[src/rtl/pe_pad_sequencer.sv]
// Per-PE scratchpad sequencer: meters ifmap words into the circular ipad, issues one
// MAC read-set per cycle for a row-stationary tile, and returns psum write-backs PIPE cycles later.
module pe_pad_sequencer #(
  parameter int IPADSIZE   = 12,
  parameter int WPADSIZE   = 48,
  parameter int PPADSIZE   = 64,
  parameter int IPADADDRWD = $clog2(IPADSIZE),
  parameter int WPADADDRWD = $clog2(WPADSIZE),
  parameter int PPADADDRWD = $clog2(PPADSIZE),
  parameter int PIPE       = 2
) (
  input  logic                  clk,
  input  logic                  rst,
  input  logic                  start,
  input  logic                  stall,
  input  logic [3:0]            cfg_pch,
  input  logic [4:0]            cfg_pm,
  input  logic [3:0]            cfg_r,
  input  logic [6:0]            cfg_tw,
  input  logic [IPADADDRWD:0]   cfg_upix,
  input  logic                  in_valid,
  output logic                  in_ready,
  output logic                  ip_write,
  output logic [IPADADDRWD-1:0] ip_waddr,
  output logic                  ip_read,
  output logic [IPADADDRWD-1:0] ip_raddr,
  output logic                  wp_read,
  output logic [WPADADDRWD-1:0] wp_raddr,
  output logic                  pp_read,
  output logic [PPADADDRWD-1:0] pp_raddr,
  output logic                  fst_acc,
  output logic                  pp_write,
  output logic [PPADADDRWD-1:0] pp_waddr,
  output logic                  busy,
  output logic                  done,
  output logic                  cfg_err
);

  typedef enum logic [1:0] {IDLE, WAIT, RUN, DRAIN} state_t;

  localparam int AVW = IPADADDRWD + 1;
  localparam logic [7:0]            IPAD_LIM   = 8'(IPADSIZE);
  localparam logic [12:0]           WPAD_LIM   = 13'(WPADSIZE);
  localparam logic [11:0]           PPAD_LIM   = 12'(PPADSIZE);
  localparam logic [AVW-1:0]        AVAIL_FULL = AVW'(IPADSIZE);
  localparam logic [IPADADDRWD-1:0] WPTR_LAST  = IPADADDRWD'(IPADSIZE - 1);
  localparam logic [7:0]            DRAIN_LAST = 8'(PIPE - 1);

  state_t state_reg, state_next;

  logic [3:0]            pch_reg, r_reg, c_reg, tap_reg;
  logic [4:0]            pm_reg, m_reg;
  logic [6:0]            tw_reg, x_reg;
  logic [AVW-1:0]        upix_reg, avail_reg, avail_next;
  logic [7:0]            isz_reg, roff_reg, drain_reg;
  logic [WPADADDRWD-1:0] wcnt_reg;
  logic [PPADADDRWD-1:0] pbase_reg;
  logic [IPADADDRWD-1:0] wptr_reg, base_reg, base_next, wptr_next;
  logic                  cfg_err_reg, done_reg;
  logic [PIPE-1:0]       pv_reg;
  logic [PPADADDRWD-1:0] pa_reg [PIPE];

  logic [7:0]  isz_in, ip_sum, base_sum;
  logic [12:0] wsz_in;
  logic [11:0] psz_in;
  logic        cfg_bad, issue, m_last, c_last, tap_last, pix_last, tile_last, drain_last;

  // Start-time validation works on the raw cfg inputs so a rejected start leaves nothing latched.
  assign isz_in  = 8'(cfg_pch) * 8'(cfg_r);
  assign wsz_in  = 13'(isz_in) * 13'(cfg_pm);
  assign psz_in  = 12'(cfg_pm) * 12'(cfg_tw);
  assign cfg_bad = (cfg_pch == 4'd0) || (cfg_pm == 5'd0) || (cfg_r == 4'd0) || (cfg_tw == 7'd0) ||
                   (cfg_upix == '0) || (isz_in > IPAD_LIM) || (wsz_in > WPAD_LIM) ||
                   (psz_in > PPAD_LIM) || (8'(cfg_upix) > isz_in);

  assign issue      = (state_reg == RUN) && !stall;
  assign m_last     = (m_reg == pm_reg - 5'd1);
  assign c_last     = (c_reg == pch_reg - 4'd1);
  assign tap_last   = (tap_reg == r_reg - 4'd1);
  assign pix_last   = m_last && c_last && tap_last;
  assign tile_last  = (x_reg == tw_reg - 7'd1);
  assign drain_last = (drain_reg == DRAIN_LAST);

  // Both sums stay below 2*IPADSIZE, so one conditional subtract implements the modulo.
  assign ip_sum     = 8'(base_reg) + roff_reg + 8'(c_reg);
  assign base_sum   = 8'(base_reg) + 8'(upix_reg);
  assign base_next  = (base_sum >= IPAD_LIM) ? IPADADDRWD'(base_sum - IPAD_LIM) : IPADADDRWD'(base_sum);
  assign wptr_next  = (wptr_reg == WPTR_LAST) ? '0 : wptr_reg + IPADADDRWD'(1);
  assign avail_next = avail_reg + AVW'(ip_write) - ((issue && pix_last) ? upix_reg : '0);

  always_ff @(posedge clk) begin
    if (rst) state_reg <= IDLE;
    else     state_reg <= state_next;
  end

  always_comb begin
    state_next = state_reg;
    if (!stall) begin
      case (state_reg)
        IDLE:    if (start && !cfg_bad) state_next = WAIT;
        WAIT:    if (8'(avail_reg) >= isz_reg) state_next = RUN;
        RUN:     if (pix_last) state_next = tile_last ? DRAIN : WAIT;
        DRAIN:   if (drain_last) state_next = IDLE;
        default: state_next = IDLE;
      endcase
    end
  end

  always_comb begin
    busy     = (state_reg != IDLE);
    in_ready = busy && !stall && (avail_reg < AVAIL_FULL);
    ip_write = in_valid && in_ready;
    ip_waddr = wptr_reg;
    ip_read  = issue;
    wp_read  = issue;
    ip_raddr = (ip_sum >= IPAD_LIM) ? IPADADDRWD'(ip_sum - IPAD_LIM) : IPADADDRWD'(ip_sum);
    wp_raddr = wcnt_reg;
    pp_raddr = pbase_reg + PPADADDRWD'(m_reg);
    fst_acc  = issue && (tap_reg == 4'd0) && (c_reg == 4'd0);
    pp_read  = issue && !((tap_reg == 4'd0) && (c_reg == 4'd0));
    pp_write = pv_reg[PIPE-1] && !stall;
    pp_waddr = pa_reg[PIPE-1];
    done     = done_reg;
    cfg_err  = cfg_err_reg;
  end

  always_ff @(posedge clk) begin
    if (rst) begin
      pch_reg <= '0; r_reg <= '0; pm_reg <= '0; tw_reg <= '0; upix_reg <= '0; isz_reg <= '0;
      m_reg <= '0; c_reg <= '0; tap_reg <= '0; roff_reg <= '0; x_reg <= '0; wcnt_reg <= '0;
      pbase_reg <= '0; base_reg <= '0; wptr_reg <= '0; avail_reg <= '0; drain_reg <= '0;
      cfg_err_reg <= 1'b0; done_reg <= 1'b0;
    end else begin
      cfg_err_reg <= !stall && (state_reg == IDLE) && start && cfg_bad;
      done_reg    <= !stall && (state_reg == DRAIN) && drain_last;
      if (!stall) begin
        if (ip_write) wptr_reg <= wptr_next;
        avail_reg <= avail_next;
        case (state_reg)
          IDLE: if (start && !cfg_bad) begin
            pch_reg <= cfg_pch; r_reg <= cfg_r; pm_reg <= cfg_pm; tw_reg <= cfg_tw;
            upix_reg <= cfg_upix; isz_reg <= isz_in;
            m_reg <= '0; c_reg <= '0; tap_reg <= '0; roff_reg <= '0;
            x_reg <= '0; wcnt_reg <= '0; pbase_reg <= '0;
          end
          RUN: begin
            // m innermost, then channel, then tap; roff tracks tap*pch without a multiplier.
            if (m_last) begin
              m_reg <= '0;
              if (c_last) begin
                c_reg <= '0;
                if (tap_last) begin
                  tap_reg <= '0; roff_reg <= '0;
                end else begin
                  tap_reg <= tap_reg + 4'd1; roff_reg <= roff_reg + 8'(pch_reg);
                end
              end else begin
                c_reg <= c_reg + 4'd1;
              end
            end else begin
              m_reg <= m_reg + 5'd1;
            end
            wcnt_reg <= pix_last ? '0 : wcnt_reg + WPADADDRWD'(1);
            if (pix_last) begin
              base_reg  <= base_next;
              pbase_reg <= pbase_reg + PPADADDRWD'(pm_reg);
              x_reg     <= x_reg + 7'd1;
              drain_reg <= '0;
            end
          end
          DRAIN: begin
            drain_reg <= drain_reg + 8'd1;
            if (drain_last) begin
              avail_reg <= '0; wptr_reg <= '0; base_reg <= '0; pbase_reg <= '0;
            end
          end
          default: ;
        endcase
      end
    end
  end

  // Write-back pipe freezes with stall so each issue yields exactly one pp_write.
  always_ff @(posedge clk) begin
    if (rst) begin
      pv_reg <= '0;
      for (int i = 0; i < PIPE; i++) pa_reg[i] <= '0;
    end else if (!stall) begin
      pv_reg[0] <= issue;
      pa_reg[0] <= pp_raddr;
      for (int i = PIPE - 1; i > 0; i--) begin
        pv_reg[i] <= pv_reg[i-1];
        pa_reg[i] <= pa_reg[i-1];
      end
    end
  end

endmodule
[config.mk]
export PLATFORM = sky130hd
export DESIGN_NAME = pe_pad_sequencer
export DESIGN_NICKNAME = d
export VERILOG_FILES = /design/src/rtl/pe_pad_sequencer.sv
export SDC_FILE = /design/constraint.sdc
export NUM_CORES = 1
export LEC_CHECK = 0
export ABC_AREA = 1
export BUFFER_PORTS_ARGS = -buffer_cell sky130_fd_sc_hd__buf_2
export CAP_MARGIN = 15
export CELL_PAD_IN_SITES_DETAIL_PLACEMENT = 0
export CELL_PAD_IN_SITES_GLOBAL_PLACEMENT = 1
export CORE_ASPECT_RATIO = 1.75
export CORE_MARGIN = 5
export CORE_UTILIZATION = 41
export CTS_CLUSTER_SIZE = 20
export DETAILED_ROUTE_END_ITERATION = 16
export GPL_TIMING_DRIVEN = 0
export PLACE_DENSITY_LB_ADDON = 0.15
export SETUP_SLACK_MARGIN = 0.05
export SYNTH_ARGS = -nofsm -noshare
export SYNTH_HDL_FRONTEND = slang
export SYNTH_SLANG_ARGS = --single-unit
[constraint.sdc]
create_clock -name clk -period 6.69 [get_ports clk]
set_input_delay 1.338 -clock clk [delete_from_list [all_inputs] [get_ports clk]]
set_output_delay 1.338 -clock clk [all_outputs]
set_load 0.005 [all_outputs]
Word level (Yosys, flattened, before mapping)
Memory sizes are Yosys's and may differ from the RTL's.
Cells that the tools add are included.
- register bits: 100
- bits in writable memories: 12
- output and inout bits: 36
- input bits: 30
- memories kept: 1
- $lt $le $gt $ge: 8
- add/subtract/negate cells: 21
- reduce and logical (&&, ||, !) cells: 50
- eq/ne operators: 15
- multiply operators: 3
- bitwise operators: 3
- mux-type cells: 52
- memories (name ; words ; width ; rd ports ; clocked after memory_dff ; wr ports ; line ; source):
    pa_reg ; 2 ; 6 ; 2 ; 0 ; 2 ; 61 ; logic [PPADADDRWD-1:0] pa_reg [PIPE];
- operator list (kind ; number):
    $mux 4 ; 14
    $mux 8 ; 5
    $mux 6 ; 6
    $pmux 8 s2 ; 2
    $mux 5 ; 5
    $pmux 4 s2 ; 3
    $logic_and 1x1->1 ; 18
    $pmux 6 s3 ; 1
    $add 8x4->8 ; 2
    $logic_not 4->1 ; 4
    $reduce_and 5->1 ; 3
    $mux 7 ; 2
    $pmux 7 s2 ; 1
    $gt 13x6->1 const B ; 1
    $mul 8x5->13 ; 1
    $add 4x1->4 const B ; 3
    $add 6x5->6 ; 2
    $gt 12x7->1 const B ; 1
    $mul 5x7->12 ; 1
    $ne 2x2->1 const B ; 6
    $pmux 6 s2 ; 1
    $reduce_and 4->1 ; 3
    $logic_not 5->1 ; 2
    $mux 2 ; 5
    other kinds (38) ; 60

Longest topological paths before layout
Gate-level depths: netlist of the first run.
- word-level depth: 13
- depth in mapped cells: 35

Least setup slack after synthesis of the first run
OpenSTA, ideal clock, no wires.
- kind: input to register
- start: input port cfg_r[3]
- end: register tap_reg[2]
- data arrival time: 6.784 ns
- setup slack: -0.226 ns
- library setup time: 0.132 ns
- data required time: 6.558 ns
- path buffers: 2
- stages: 30
- cell sequence: nand2_1 fa_1 inv_1 fa_1 fa_1 xor2_1 inv_1 nor2_1 fa_1 fa_1 inv_1 fa_1 inv_1 ha_1 a21oi_1 nor2_1 nor2_1 nand2_1 nand2_1 nand2_1 clkinv_1 nand3_1 nor2_1 nand4_1 nand2_2 buf_6 nand2_2 buf_2 nand2_1 a21oi_1
- word-level cells in the longest chain between the ends: 12
- elaborated cells between the ends (all ways): 17
- those cells by class: 2 x mul; 3 x order compare; 1 x eq/ne; 11 x reduce/logical
- ends and longest elaborated chain (what ; line ; source):
    start: declaration ; 18 ; input logic [3:0] cfg_r,
    parallel branches: the longest is 7 deep, another holds $mul 8x5->13 ; - ;
    $logic_or 1x1->1 (*) ; 74 ; (psz_in > PPAD_LIM) || (8'(cfg_upix) > isz_in);
    $logic_not 1->1 (*) ; 140 ; IDLE: if (start && !cfg_bad) begin
    $logic_and 1x1->1 (*) ; 140 ;
    $ne 2x2->1 (no line) (*) ; - ;
    $reduce_and 5->1 (no line) (*) ; - ;
    end signal: assignment ; 155 ; tap_reg <= tap_reg + 4'd1; roff_reg <= roff_reg + 8'(pch_reg);
    end: declaration ; 51 ; logic [3:0] pch_reg, r_reg, c_reg, tap_reg;
Mark *: on every way between the ends.
A chain may end at the register's enable or synchronous reset.

Final worst setup path of the first run
- start: input port cfg_pch[1]
- end: register roff_reg[3]
- elaborated cells between the ends (all ways): 18
- those cells by class: 2 x mul; 3 x order compare; 1 x eq/ne; 12 x reduce/logical
- RTL lines (what ; line ; source):
    start: declaration ; 16 ; input logic [3:0] cfg_pch,
    $mul 4x4->8 (*) ; 69 ; assign isz_in = 8'(cfg_pch) * 8'(cfg_r);
    via isz_in[3] ; 63 ; logic [7:0] isz_in, ip_sum, base_sum;
    $mul 8x5->13 / $gt 8x4->1 (equally long branches) ; 70, 73 ;
    $gt 13x6->1 / $logic_or 1x1->1 (equally long branches) ; 73 ; (cfg_upix == '0) || (isz_in > IPAD_LIM) || (wsz_in > WPAD_LIM) ||
    $logic_or 1x1->1 (2 in a row) ; 73 ;
    $logic_or 1x1->1 (*) ; 74 ;
    $logic_not 1->1 (*) ; 140 ;
    $logic_and 1x1->1 (*) ; 140 ;
    $ne 2x2->1 (no line) (*) ; - ;
    $reduce_and 5->1 (no line) (*) ; - ;
    end signal: assignment ; 155 ;
    end: declaration ; 55 ; logic [7:0] isz_reg, roff_reg, drain_reg;
The timed path passes the listed nets; every way through them passes the cells marked *.

==> reports/qor.log, run 1 <==
qor: outcome.outcome finished, violations left
qor: outcome.failing_checks negative setup slack
qor: timing.tightest_slew 0.936 ns
qor: cells_and_area.regArea 0.00236 mm^2
qor: hold_path.holdCritPathClass register to register
qor: setup_path.cpMaxStageDelayCell fa_2
qor: timing.post-route-period-util 101%
qor: cells_and_area.layout.cells.most_common nand2_1
qor: clocking.clk_pin_slew_worst_paths 0.08 ns
qor: global_routing.overflow 0
qor: detailed_routing.via_per_inst 5.05
qor: placed_design.standard_cell_area_after_detailed_placement 0.0111 mm^2
qor: flow_run.maxCapViolations 0
qor: clocking.tritoncts done
qor: floorplan.die_h 219 um
qor: power.static-leakage-power 6.16 nW
qor: synth.ys.warnings.count 0
qor: cells_and_area.most_frequent_cells_in_the_layout 288 x nand2_1, 234 x inv_1, 160 x nor2_1, 101 x ha_1, 100 x dfxtp_1
qor: setup_path.ff2ff_path_depth 21
qor: cells_and_area.area_delta_synth_final 22.8%
qor: synth.complex_gate_fraction_of_the_synthesized_area 8.42%
qor: detailed_routing.route.detailed.wl_per_inst 15.8 um
qor: synth.yosysTopAreaCellShare 19.5%
qor: synth.ys_seq_elements 112
qor: clocking.cts_root_buf clkbuf_16
qor: setup_path.crit_required 6.91 ns
qor: cells_and_area.drive_above_1_share 19.0%
qor: floorplan.core_region_area 0.0246 mm^2
qor: timing.final_max_slew_viol_count 0
qor: power.cellPowerDensity 210 mW/mm^2
qor: synth.ys_seq_area_share 23.0%
qor: timing.slew_headroom 37.6%
qor: synth.synth_simple_gate_area_share 29.4%
qor: clocking.clk_path_buf_depth 2
qor: detailed_routing.antenna_violating_nets_remaining 0
qor: synth.post_synth.cell_area_avg 6.99 um^2
qor: detailed_routing.dr_total_vias 9,598
qor: global_routing.globalRouteTotalUtil 21.7%
qor: timing.finalHoldViolations 0
qor: cells_and_area.multiInputGateArea 0.00735 mm^2
qor: global_routing.first_global_vias 9,530
qor: clocking.number_of_sinks_on_the_clock_net 112
qor: detailed_routing.drc_errors_left 0
qor: timing.finalClockSkew 0.0139 ns
qor: floorplan.io_pins 66
qor: synth.synth_nets 1,655
qor: setup_path.reg2reg_from pm_reg[1]$_SDFFE_PP0P_
qor: synth.synth_top_family_by_area simple AND/OR/NAND/NOR gates
qor: placed_design.port_buffers 63
qor: detailed_routing.number_of_detailed_routing_iterations_run_before_antenna_repair 4
qor: detailed_routing.postRouteWirelength 30,100 um
qor: timing.unrepaired_setup_endpoints_after_global_routing true
qor: clocking.numCtsBuffers 9
qor: synth.synth_top_cells_by_area dfxtp_1 20%, ha_1 13%, nand2_1 12%, fa_1 9.2%, inv_1 8.9%
qor: placed_design.placement.setup.worst_slack -1.02 ns
qor: synth.synth_xor_area_share 4.94%
qor: placed_design.hpwl 23,700 um
qor: cells_and_area.nets 1,770
qor: timing.post-route-worst-setup-slack -0.0668 ns
qor: global_routing.grt_pass1_wl 48,500 um
qor: setup_path.regToRegEndpoint avail_reg[4]$_SDFFE_PP0N_
qor: setup_path.r2r_slack 2.53 ns
qor: power.power.ir.vdd_worst 343 uV
qor: cells_and_area.finish.instance_area 0.0126 mm^2
qor: synth.synth_adder_area_share 22.5%
qor: clocking.clk_latency 0.37 ns
qor: synth.syn_inst 1,469
qor: timing.max_clock_freq 148 MHz
qor: clocking.total_of_hold_buffers_inserted_after_clock_tree_synthesis 0
qor: synth.cell_area_synth 0.0103 mm^2
qor: detailed_routing.drt_iter0_markers 399
qor: synth.post_synth_num_cell_types 51
qor: timing.setup_viol 30
qor: synth.ys_async_sr_fraction 0%
qor: setup_path.worstSetupEndpointType register
qor: global_routing.antenna_found_initial 1
qor: synth.synth_largest_area_cell dfxtp_1
qor: timing.final_period_minus_worst_setup_slack 6.76 ns
qor: setup_path.cp-startpoint cfg_pch[1]
qor: placed_design.gp_congestion 0.857
qor: setup_path.worst_path_most_repeated_cell inv_2
qor: global_routing.grt_max_degree 19
qor: clocking.ctsHtreeMaxLevel 3
qor: setup_path.crit_arrival 6.98 ns
qor: synth.postSynth.topFlopCell dfxtp_1
qor: floorplan.start_util 41.7%
qor: cells_and_area.diodes 0
qor: synth.yosys-mux-area-fraction 0.110%
qor: setup_path.critPathCapture roff_reg[3]$_SDFFE_PP0P_
qor: setup_path.timing.setup.critical_path_class primary input to register
qor: synth.synth_edf_count 12
qor: floorplan.design.die.area 0.0284 mm^2
qor: cells_and_area.num-fill-cells 2,503
qor: floorplan.die_w 130 um
qor: setup_path.critical_path_peak_fanout 8
qor: setup_path.setup.worst_path.start_class primary input
qor: floorplan.std_cell_rows 76
qor: setup_path.critical-path-max-stage-delay 0.58 ns
qor: cells_and_area.largest_register_ffs 12
-- how the worst min path moves through the flow --
stage                                    to               startpoint  cells after the start  slack (ns)
finish              isz_reg[5]$_SDFFE_PP0P_  isz_reg[5]$_SDFFE_PP0P_                      2        0.46
global route        isz_reg[6]$_SDFFE_PP0P_  isz_reg[6]$_SDFFE_PP0P_                      2        0.48
CTS                 isz_reg[7]$_SDFFE_PP0P_  isz_reg[7]$_SDFFE_PP0P_                      2        0.46
detailed placement  isz_reg[7]$_SDFFE_PP0P_  isz_reg[7]$_SDFFE_PP0P_                      2        0.45
global placement    isz_reg[7]$_SDFFE_PP0P_  isz_reg[7]$_SDFFE_PP0P_                      2        0.44
floorplan           isz_reg[7]$_SDFFE_PP0P_  isz_reg[7]$_SDFFE_PP0P_                      2        0.44
-- synthesized netlist by cell type, types with 3 or more instances --
master,count
a211oi_1,17
a21boi_0,3
a21o_1,3
a21oi_1,80
buf_1,3
buf_2,6
buf_4,8
buf_6,4
clkbuf_1,24
clkinv_1,3
dfxtp_1,100
edfxtp_1,12
fa_1,47
ha_1,109
inv_1,244
inv_2,10
nand2_1,318
nand2_2,5
nand3_1,92
nand3_2,6
nand3b_1,9
nand4_1,28
nor2_1,180
nor2_2,4
nor2b_1,3
nor3_1,11
nor3_2,3
nor3b_1,7
nor4_1,6
o21ai_0,36
o21ai_1,3
or2_2,7
xnor2_1,27
xor2_1,29
-- routing by layer --
metal	part of all wire, %	up-vias	track usage [%]	wire [um]
met4	3.2	2	8.29	961
met3	2.9	51	2.75	865
met2	58	144	43.6	17400
met5	0.023	-	0	7
met1	36	4498	22.0	10900
li1	-	4903	-	-
-- cell families (layout without fill, tap and decap cells) --
kind of cell    after synthesis  in the layout
simple gates                687            688
buf+inv                     302            421
fa+ha+maj                   156            156
compound gates              154            154
flops                       112            112
xor+xnor                     57             57
mux                           1              1
-- power by group --
group,internal [W],switching (W)
combinational,0.000571,0.000808
clock,0.000294,0.000269
sequential,0.000692,0.0000120
-- what timing repair did --
| action | CTS | global route |
|---|---|---|
| setup buffers | 25 | 7 |
| gates resized for setup | 160 | 60 |
| setup endpoints to repair | 75 | 76 |
| cloned | 8 | 3 |
| pin swaps | 50 | 36 |
-- per-stage QoR --
step | cells | setup TNS, ns | hold WS, ns | utilization (%) | total power, W
floorplan | 1469 | 0 | 0.436 | - | 0.00150
CTS | 1893 | -7.88 | 0.459 | 49.9 | 0.00255
global route | 1901 | -17.07 | 0.482 | 51.2 | 0.00286
detailed placement | 1844 | -64.65 | 0.451 | 44.9 | 0.00178
finish | 1901 | -0.921 | 0.457 | 51.2 | 0.00265
global placement | 1844 | -66.75 | 0.444 | 44.9 | 0.00177
-- critical path, delay by kind of cell --
kind,cells,cell delay [ns]
adder cells (fa/ha/maj),7,3.42
AND/OR/NAND/NOR,13,1.32
buffers and inverters,9,0.82
AO/OA/AOI/OAI,1,0.06
-- layout make-up --
type                            instances  share of cell area (%)
Tap cell                              312                    3.10
Buffer                                 44                    2.79
Clock buffer                           10                    1.83
Multi-Input combinational cell       1056                    58.3
Sequential cell                       112                    18.7
Clock inverter                          6                   0.516
Inverter                              257                    7.75
Timing Repair Buffer                  104                    7.02
No activity file was read; power rests on OpenSTA's default activity.
==> run 2: changes to the inputs <==
Settings changed: CORE_UTILIZATION 41 to 27.
==> run 2 against run 1 <==
Against the previous run: the flow still finishes with violations (negative setup slack); register-to-register slack worse by 0.06 ns; utilization down 17 points; clock power increased by 6.2%; non-clock buffer count is 3 higher; sequential power about the same; die area grew 48%; critical path depth stayed put; cell count up 9.0%; largest power group unchanged; highest routed layer is now met4.
==> reports/qor.log, run 2 (synthesis gave the netlist of run 1 again) <==
qor: cells_and_area.regArea 0.00236 mm^2 [unchanged]
qor: detailed_routing.postRouteWirelength 34,300 um [was 30,100 um]
qor: detailed_routing.antenna_violating_nets_remaining 0 [unchanged]
qor: floorplan.die_h 268 um [was 219 um]
qor: timing.slew_headroom 36.4% [was 37.6%]
qor: global_routing.grt_pass1_wl 53,100 um [was 48,500 um]
qor: timing.unrepaired_setup_endpoints_after_global_routing true [unchanged]
qor: cells_and_area.diodes 0 [unchanged]
qor: setup_path.cpMaxStageDelayCell fa_2 [unchanged]
qor: global_routing.grt_max_degree 21 [was 19]
qor: cells_and_area.num-fill-cells 4,154 [was 2,503]
qor: floorplan.std_cell_rows 94 [was 76]
qor: setup_path.crit_arrival 7.12 ns [was 6.98 ns]
qor: detailed_routing.drt_iter0_markers 340 [was 399]
qor: detailed_routing.via_per_inst 4.57 [was 5.05]
qor: clocking.tritoncts done [unchanged]
qor: timing.final_period_minus_worst_setup_slack 6.81 ns [was 6.76 ns]
qor: power.power.ir.vdd_worst 185 uV [was 343 uV]
qor: cells_and_area.area_delta_synth_final 26.4% [was 22.8%]
qor: cells_and_area.layout.cells.most_common nand2_1 [unchanged]
qor: clocking.clk_latency 0.38 ns [was 0.37 ns]
qor: power.static-leakage-power 6.20 nW [was 6.16 nW]
qor: clocking.numCtsBuffers 9 [unchanged]
qor: timing.post-route-period-util 102% [was 101%]
qor: timing.max_clock_freq 147 MHz [was 148 MHz]
qor: floorplan.io_pins 66 [unchanged]
qor: clocking.cts_root_buf clkbuf_16 [unchanged]
qor: setup_path.worstSetupEndpointType register [unchanged]
qor: placed_design.port_buffers 63 [unchanged]
qor: detailed_routing.route.detailed.wl_per_inst 16.5 um [was 15.8 um]
qor: setup_path.setup.worst_path.start_class primary input [unchanged]
qor: placed_design.gp_congestion 0.838 [was 0.857]
qor: detailed_routing.drc_errors_left 0 [unchanged]
qor: global_routing.overflow 0 [unchanged]
qor: clocking.ctsHtreeMaxLevel 3 [unchanged]
qor: power.psw 0.00115 W [was 0.00109 W]
qor: outcome.outcome finished, violations left [unchanged]
qor: setup_path.timing.critical_path.max_delay_family adder cells [unchanged]
qor: setup_path.critical-path-max-stage-delay 0.57 ns [was 0.58 ns]
qor: cells_and_area.nets 1,773 [was 1,770]
qor: timing.hold-worst-slack 0.459 ns [was 0.457 ns]
qor: cells_and_area.largest_register_ffs 12 [unchanged]
qor: setup_path.crit_required 7.00 ns [was 6.91 ns]
qor: power.total_power 0.00272 W [was 0.00265 W]
qor: power.cellPowerDensity 210 mW/mm^2 [about the same]
qor: setup_path.worst-path-buf-inv 10 [was 9]
qor: hold_path.holdCritPathClass register to register [unchanged]
qor: detailed_routing.dr_total_vias 9,465 [was 9,598]
qor: floorplan.core_region_area 0.0376 mm^2 [was 0.0246 mm^2]
qor: global_routing.globalRouteTotalUtil 16.4% [was 21.7%]
qor: cells_and_area.most_frequent_cells_in_the_layout 276 x nand2_1, 233 x inv_1, 149 x nor2_1, 100 x ha_1, 100 x dfxtp_1 [was 288 x nand2_1, 234 x inv_1, 160 x nor2_1, 101 x ha_1, 100 x dfxtp_1]
qor: global_routing.first_global_vias 9,598 [was 9,530]
qor: setup_path.timing.setup.critical_path_class primary input to register [unchanged]
qor: setup_path.worst_path_most_repeated_cell inv_2 [unchanged]
qor: timing.finalHoldViolations 0 [unchanged]
qor: detailed_routing.number_of_detailed_routing_iterations_run_before_antenna_repair 4 [unchanged]
qor: cells_and_area.layoutNonFillerInstCount 2,072 [was 1,901]
qor: global_routing.antenna_found_initial 0 [was 1]
qor: power.seqPwrFrac 25.9% [was 26.6%]
qor: timing.post-route-worst-setup-slack -0.121 ns [was -0.0668 ns]
qor: placed_design.standard_cell_area_after_detailed_placement 0.0113 mm^2 [was 0.0111 mm^2]
qor: placed_design.dp_cells 2,012 [was 1,844]
qor: power.share_comb_of_total_power 52.2% [was 52.1%]
qor: clocking.number_of_sinks_on_the_clock_net 112 [unchanged]
qor: clocking.clk_path_buf_depth 2 [unchanged]
qor: cells_and_area.drive_above_1_share 21.2% [was 19.0%]
qor: timing.setup_viol 62 [was 30]
qor: timing.finalClockSkew 0.0101 ns [was 0.0139 ns]
qor: timing.final_max_slew_viol_count 0 [unchanged]
qor: flow_run.maxCapViolations 0 [unchanged]
qor: cells_and_area.finish.instance_area 0.0130 mm^2 [was 0.0126 mm^2]
qor: power.power_switching_share 42.2% [was 41.2%]
qor: power.clock_power_share 22.0% [was 21.3%]
qor: placed_design.hpwl 27,300 um [was 23,700 um]
qor: power.power_report.internal_total 0.00157 W [was 0.00156 W]
qor: clocking.clk_pin_slew_worst_paths 0.08 ns [about the same]
qor: setup_path.critical_path_peak_fanout 5 [was 8]
qor: floorplan.die_w 157 um [was 130 um]
qor: cells_and_area.multiInputGateArea 0.00749 mm^2 [was 0.00735 mm^2]
qor: floorplan.design.die.area 0.0422 mm^2 [was 0.0284 mm^2]
qor: outcome.failing_checks negative setup slack [unchanged]
qor: timing.tightest_slew 0.954 ns [was 0.936 ns]
qor: floorplan.start_util 27.3% [was 41.7%]
-- run 2: cell types whose count changed in the layout (fill, tap and decap cells not counted), sizes merged --
cell / previous run / this run
buf: 123 / 126
inv: 255 / 258
clkbuf: 35 / 34
clkinv: 6 / 5
clkinvlp: 1 / 0
-- run 2: repair_timing --
action,4_1_cts,5_1_grt
hold endpoints to repair,0,0
setup buffers,26,9
gates resized for setup,149,120
endpoints found under the setup margin,76,76
hold buffers,0,0
pin swaps,40,65
gates cloned,7,4
-- run 2: layout make-up --
class	count	area share [%]
Tap cell	480	4.63
Clock inverter	7	0.656
Buffer	45	2.79
Sequential cell	112	18.2
Multi-Input combinational cell	1056	57.7
Timing Repair Buffer	106	6.82
Inverter	257	7.47
Clock buffer	9	1.74
-- run 2: worst reg2reg max path, stage by stage (launching register included) --
cell and delay (ns):
dfxtp_1 0.40, inv_1 0.10, ha_1 0.30, xnor2_1 0.13, a21oi_1 0.14, nand4_1 0.12, nor2_2 0.32, nand3_2 0.31
nor2_2 0.43, inv_1 0.18, nor2_1 0.15, ha_1 0.13, inv_1 0.04, ha_1 0.19, fa_1 0.41, a21oi_1 0.15
nor2_1 0.06, nor2_1 0.12, xor2_1 0.19, xor2_1 0.15, nand2_1 0.06, nand2_1 0.07
-- run 2: metal layers --
| layer | global-route usage [%] | part of all wire [%] | routed length (um) |
|---|---|---|---|
| met2 | 33.6 | 59 | 20100 |
| met4 | 5.54 | 2.7 | 940 |
| met1 | 16.7 | 37 | 12600 |
| met5 | 0 | 0 | 0 |
| met3 | 1.50 | 1.6 | 548 |
-- run 2: power groups by stage --
| stage | logic (W) | registers (W) | clock network, W |
|---|---|---|---|
| 3_5_place_dp | 0.00109 | 0.000720 | 0 |
| 5_1_grt | 0.00157 | 0.000706 | 0.000640 |
| 4_1_cts | 0.00130 | 0.000704 | 0.000619 |
| 6_report | 0.00142 | 0.000704 | 0.000598 |
| 2_1_floorplan | 0.000783 | 0.000716 | 0 |
| 3_3_place_gp | 0.00109 | 0.000720 | 0 |
-- run 2: path summary, 6_finish.rpt --
kind,end,slack (ns),cells after the start,from
min,isz_reg[4]$_SDFFE_PP0P_,0.46,2,isz_reg[4]$_SDFFE_PP0P_
max reg2reg,avail_reg[4]$_SDFFE_PP0N_,2.47,21,pm_reg[1]$_SDFFE_PP0P_
min reg2reg,isz_reg[4]$_SDFFE_PP0P_,0.46,2,isz_reg[4]$_SDFFE_PP0P_
max,pbase_reg[5]$_SDFFE_PP0P_,-0.12,30,cfg_r[3]
-- run 2: per-stage QoR --
step | util [%] | TNS [ns] | setup WS (ns)
after floorplan | - | 0 | 0.0763
after global placement | 29.9 | -81.80 | -1.28
after detailed placement | 29.9 | -81.28 | -1.28
after CTS | 33.0 | -12.52 | -0.266
after global routing | 34.5 | -19.85 | -0.349
final | 34.5 | -3.17 | -0.121
